## src/rtl/adder.sv

```systemverilog
// Registered unsigned adder built from a two-level carry-lookahead tree.
// 4-bit groups produce group generate/propagate; a second level resolves group carries.

module adder_cla4 (
  input  logic [3:0] a,
  input  logic [3:0] b,
  input  logic       cin,
  output logic [3:0] s,
  output logic       gg,
  output logic       gp
);
  logic [3:0] g, p;
  logic [3:0] c;

  assign g = a & b;
  assign p = a ^ b;

  // All in-group carries expanded directly from cin; no ripple within the group.
  assign c[0] = cin;
  assign c[1] = g[0] | (p[0] & cin);
  assign c[2] = g[1] | (p[1] & g[0]) | (p[1] & p[0] & cin);
  assign c[3] = g[2] | (p[2] & g[1]) | (p[2] & p[1] & g[0]) | (p[2] & p[1] & p[0] & cin);

  assign s  = p ^ c;
  assign gg = g[3] | (p[3] & g[2]) | (p[3] & p[2] & g[1]) | (p[3] & p[2] & p[1] & g[0]);
  assign gp = &p;
endmodule

module adder #(
  parameter int WIDTH = 32
) (
  input  logic             clk,
  input  logic             rst,
  input  logic [WIDTH-1:0] in1,
  input  logic [WIDTH-1:0] in2,
  output logic [WIDTH-1:0] out,
  output logic             cout
);
  localparam int NG = WIDTH / 4;

  logic [NG-1:0]    gg, gp;
  logic [NG:0]      gc;
  logic [WIDTH-1:0] sum;

  for (genvar i = 0; i < NG; i++) begin : g_grp
    adder_cla4 u_cla4 (
      .a  (in1[4*i +: 4]),
      .b  (in2[4*i +: 4]),
      .cin(gc[i]),
      .s  (sum[4*i +: 4]),
      .gg (gg[i]),
      .gp (gp[i])
    );
  end

  // Group carry j = OR over i<j of G[i] & P[i+1..j-1]; carry-in to bit 0 is 0.
  always_comb begin
    gc = '0;
    for (int j = 1; j <= NG; j++) begin
      logic acc;
      acc = 1'b0;
      for (int i = 0; i < j; i++) begin
        logic term;
        term = gg[i];
        for (int k = i + 1; k < j; k++) term = term & gp[k];
        acc = acc | term;
      end
      gc[j] = acc;
    end
  end

  always_ff @(posedge clk or posedge rst) begin
    if (rst) begin
      out  <= '0;
      cout <= 1'b0;
    end else begin
      out  <= sum;
      cout <= gc[NG];
    end
  end
endmodule

```

## config.mk

```make
export PLATFORM = sky130hd
export DESIGN_NAME = adder
export DESIGN_NICKNAME = d
export VERILOG_FILES = /design/src/rtl/adder.sv
export SDC_FILE = /design/constraint.sdc
export NUM_CORES = 1
export LEC_CHECK = 0
export BUFFER_PORTS_ARGS = -buffer_cell sky130_fd_sc_hd__buf_2
export CAP_MARGIN = 10
export CELL_PAD_IN_SITES_DETAIL_PLACEMENT = 0
export CELL_PAD_IN_SITES_GLOBAL_PLACEMENT = 1
export CORE_ASPECT_RATIO = 1.4
export CORE_UTILIZATION = 39
export CTS_BUF_LIST = sky130_fd_sc_hd__clkbuf_16
export CTS_CLUSTER_DIAMETER = 50
export DETAILED_ROUTE_END_ITERATION = 6
export PLACE_DENSITY = 0.85
export SETUP_SLACK_MARGIN = 0.1
export SYNTH_ARGS = -nofsm -noshare
export SYNTH_HDL_FRONTEND = slang
export SYNTH_HIERARCHICAL = 1
export SYNTH_SLANG_ARGS = --single-unit
```

## constraint.sdc

```tcl
create_clock -name clk -period 2.2 [get_ports clk]
set_input_delay 0.44 -clock clk [delete_from_list [all_inputs] [get_ports clk]]
set_output_delay 0.44 -clock clk [all_outputs]
set_load 0.05 [all_outputs]
```

Word level (Yosys, flattened, before mapping)

Index checks and enable logic that the tools add are counted.

$add $sub $neg: 0
$mul: 0
Div/mod/pow operators: 0
Magnitude comparators: 0
Eq/ne operators: 0
Shift operators: 0
Multiplexer cells: 0
Bitwise logic cells: 256
Reduce and logical (&&, ||, !) cells: 7

Operators by type and width:

| kind                | count |
|---|---|
| 1-bit bitwise AND   | 135 |
| 1-bit OR            | 97 |
| 4-bit bitwise XOR   | 16 |
| 4-bit bitwise AND   | 8 |
| 4-bit AND reduction | 7 |

Register bits: 33
Bits in latches: 0
Memory bits (writable): 0
ROM bits: 0
Bits of input ports: 66
Output and inout port bits: 33
Logic and storage cells: 265
Memories kept: 0

Depth between registers and ports, before layout

Depth in word-level cells: 20
Gate-level depth with buffers: 10
Depth with buffers taken out: 10

Cells and area by module

Netlist, hierarchy kept.

Modules (own cells, without submodules):

| module     | times used | cells an instance | area an instance (um2) | seq. area each (um2) |
|---|---|---|---|---|
| adder_cla4 | 8          | 22                | 182.7                  | 0.0 |
| adder      | 1          | 51                | 942.2                  | 825.8 |

Worst setup path before layout

OpenSTA, ideal clock, no wires.

Path type: input port to flip-flop
From: input port in1[2]
To: register out[20]
Library setup time: 0.064 ns
Arrival: 2.324 ns
Data required time: 2.136 ns
Slack: -0.188 ns
Stages: 10
Buffers on the path: 0
Cells stage by stage: ha_1 -> a21oi_1 -> nand2_1 -> a21o_1 -> a211oi_2 -> o21bai_1 -> a21o_1 -> inv_1 -> fa_1 -> inv_1

Longest elaborated chain between the ends: 14
Elaborated cells on any way between the ends: 19
Those cells by class: bitwise (19)

Ends and longest elaborated chain:

| element                                                     | line   | text |
|---|---|---|
| from (decl)                                                 | 34     | `input logic [WIDTH-1:0] in1,` |
| 4-bit bitwise AND or 4-bit bitwise XOR (tied branches)      | 15, 16 |  |
| 1-bit bitwise AND                                           | 25     | `assign gg = g[3] \| (p[3] & g[2]) \| (p[3] & p[2] & g[1]) \| (p[3] & p[2] & p[1] & g[0]);` |
| 1-bit OR or 1-bit bitwise AND (tied branches) (2 in series) | 25     |  |
| 1-bit OR *                                                  | 25     |  |
| via gc[1]                                                   | 42     | `logic [NG:0] gc;` |
| 1-bit bitwise AND * (4 in series)                           | 65     | `for (int k = i + 1; k < j; k++) term = term & gp[k];` |
| 1-bit OR * (4 in series)                                    | 66     | `acc = acc \| term;` |
| via gc[5]                                                   | 42     |  |
| 4-bit bitwise XOR *                                         | 24     | `assign s = p ^ c;` |
| via sum[20]                                                 | 43     | `logic [WIDTH-1:0] sum;` |
| to (signal assigned)                                        | 77     | `out <= sum;` |
| to (decl)                                                   | 36     | `output logic [WIDTH-1:0] out,` |

The timed path passes the listed nets; every way through them passes the cells marked *.

Final worst setup path

From: input port in1[2]
To: register out[12]

Longest elaborated chain between the ends: 10
Elaborated cells on any way between the ends: 15
Those cells by class: bitwise (15)

Ends and longest elaborated chain:

| element                                                     | line |
|---|---|
| 4-bit bitwise AND or 4-bit bitwise XOR (tied branches)      | 15, 16 |
| 1-bit bitwise AND                                           | 25 |
| 1-bit OR or 1-bit bitwise AND (tied branches) (2 in series) | 25 |
| 1-bit OR *                                                  | 25 |
| via gc[1]                                                   | 42 |
| 1-bit bitwise AND * (2 in series)                           | 65 |
| 1-bit OR * (2 in series)                                    | 66 |
| via gc[3]                                                   | 42 |
| 4-bit bitwise XOR *                                         | 24 |
| via sum[12]                                                 | 43 |

Marks and branches as above.

==> impl_metrics.toml <==
[clock_network]
cts_tree = "yes"
cts.htree.levels = 2
clkSlewWorstSetupHoldPaths_ns = 0.05
cts-root-buf = "clkbuf_16"
clockBufferDepth = 2
cts_inserted_buffers = 5
numClockSinks = 33

[drt]
vias = 2152
dr.pass1.iters = 4
route.detailed.drc = 0
drt-total-wl_mm = 5.25
vias_per_cell = 4.75
wl_per_cell_um = 11.6
drt-initial-drc-count = 36
drt.antenna.violating_nets = 0

[worst_setup_path]
start_kind = "primary input"
critPathKind = "in -> reg"
cp-end-kind = "register"
cp.arrival_ns = 2.34
cp_max_fo = 4
cp-startpoint = "in1[2]"
crit_end = "out[12]"
cp.required_ns = 2.41

[floorplan]
die-area_mm2 = 0.00646
core_mm2 = 0.00590
die_w_um = 68.2
io_pins = 99
rows = 33
die_y_um = 94.7
start_util = 0.405

[power_and_ir_drop]
p_seq_frac = 0.284
p_int_mw = 1.60
p_sw_frac = 0.405
peakVddDrop_v = 0.000385
pwr-share-comb = 0.481
clockPowerShare = 0.235
p_switching_mw = 1.09
p_leak_nw = 2.02
powerDensity_mw_per_mm2 = 722

[placement]
port-buffer-count = 98
hpwl_mm = 4.41
placed_cells = 437
dp_slack_ns = -0.311
place_congestion = 0.792

[timing]
max_freq_ghz = 0.469
rsz0062_at_grt = "true"
fin_ws_ns = 0.0696
drv_slew = 0
finalSetupViolCount = 0
hold_viol = 0
fin_crit_sh = 0.968
post-route-min-period_ns = 2.13

[finish]
seq_area_um2 = 826
fill_cells = 495
instances_no_fill = 453
antenna_cells = 0
multi_input_area_mm2 = 0.00167
drive_above_1_share = 0.525
syn2layout_area_growth_pct = 56.0
nets = 497

[global_route]
antenna_found_initial = 0
grt_pass1_wl_mm = 9.00
grt_max_degree = 34
grt-ovfl-total = 0
grt_pass1_vias = 2303
grt.total_usage = 0.182

[hold_path]
hp-class = "in -> async"

[yosys]
yosys_warnings = 6
syn_inst = 226
postSynthAreaPerCell_um2 = 10.6
synth_area_mm2 = 0.00239

[job]
timing.max_cap.violations = 0

[status]
status = "completed"
worst min path at each step:
stage	startpoint	to	slack, ns	cells past startpoint
floorplan	rst	cout	0.57	1
global placement	rst	out[7]	0.56	3
detailed placement	rst	out[6]	0.56	3
CTS	rst	out[17]	0.27	3
global route	rst	out[19]	0.30	3
finish	rst	out[19]	0.26	3
layer usage:
| metal | track usage | part of all wire | vias up |
|---|---|---|---|
| li1 | - | - | 1084 |
| met1 | 0.186 | 0.38 | 992 |
| met2 | 0.344 | 0.54 | 69 |
| met3 | 0.0374 | 0.060 | 7 |
| met4 | 0.0747 | 0.015 | 0 |
| met5 | 0 | 0 | - |
what timing repair did:
action                     4_1_cts  5_1_grt
setup endpoints to repair        8       14
buffers inserted                 6        3
resized for setup                7       18
pin swaps                        2       23
hold buffers                     0        0
power by group through the flow:
| stage | clock (mW) | combinational [mW] | sequential (mW) |
|---|---|---|---|
| final | 0.632 | 1.30 | 0.766 |
| after global routing | 0.676 | 1.41 | 0.784 |
| after CTS | 0.654 | 1.27 | 0.768 |
| after detailed placement | 0 | 1.25 | 0.777 |
| after global placement | 0 | 1.23 | 0.778 |
| after floorplan | 0 | 0.384 | 1.26 |
cell usage in the layout (no fill, tap or decap), types with 3 or more instances in the layout:
cell	count
ha_1	30
ha_4	10
fa_1	6
and4_2	7
a21oi_1	3
buf_6	5
dfrtp_1	33
nand4_1	8
xnor2_1	15
conb_1	3
a21o_1	19
nand3_1	13
buf_4	49
nand2_1	8
inv_2	3
clkbuf_16	5
inv_1	31
a21oi_2	12
xor2_1	8
buf_2	94
through the flow:
| stage | cell area (µm²) | power [mW] | hold slack, ns | util | setup TNS, ns |
|---|---|---|---|---|---|
| 6_report | 3730 | 2.70 | 0.257 | 0.633 | 0 |
| 2_1_floorplan | 2530 | 1.64 | 0.569 | - | 0 |
| 4_1_cts | 3630 | 2.70 | 0.273 | 0.615 | 0 |
| 3_5_place_dp | 3410 | 2.02 | 0.564 | 0.578 | -3.23 |
| 3_3_place_gp | 3410 | 2.00 | 0.560 | 0.578 | -2.57 |
| 5_1_grt | 3730 | 2.87 | 0.303 | 0.633 | -0.129 |
final cells by class:
type,count,share of cell area
clock buffer,5,0.0335
inverter,33,0.0332
timing repair buffer,148,0.240
sequential,33,0.221
multi-input combinational,162,0.447
tap,70,0.0235
clock inverter,2,0.00201
flip-flops by register name (all words and copies together) (netlist names):
signal and flops:
out 32, cout 1
critical path, cell delays in order:
cell and delay [ns]:
buf_6 0.10, ha_4 0.25, a21oi_4 0.16, nand2_2 0.06, a21o_1 0.19, buf_4 0.14, buf_6 0.11, a21o_1 0.16
a21o_1 0.19, inv_2 0.06, fa_1 0.40, inv_1 0.07
(Power assumes the default switching activity.)
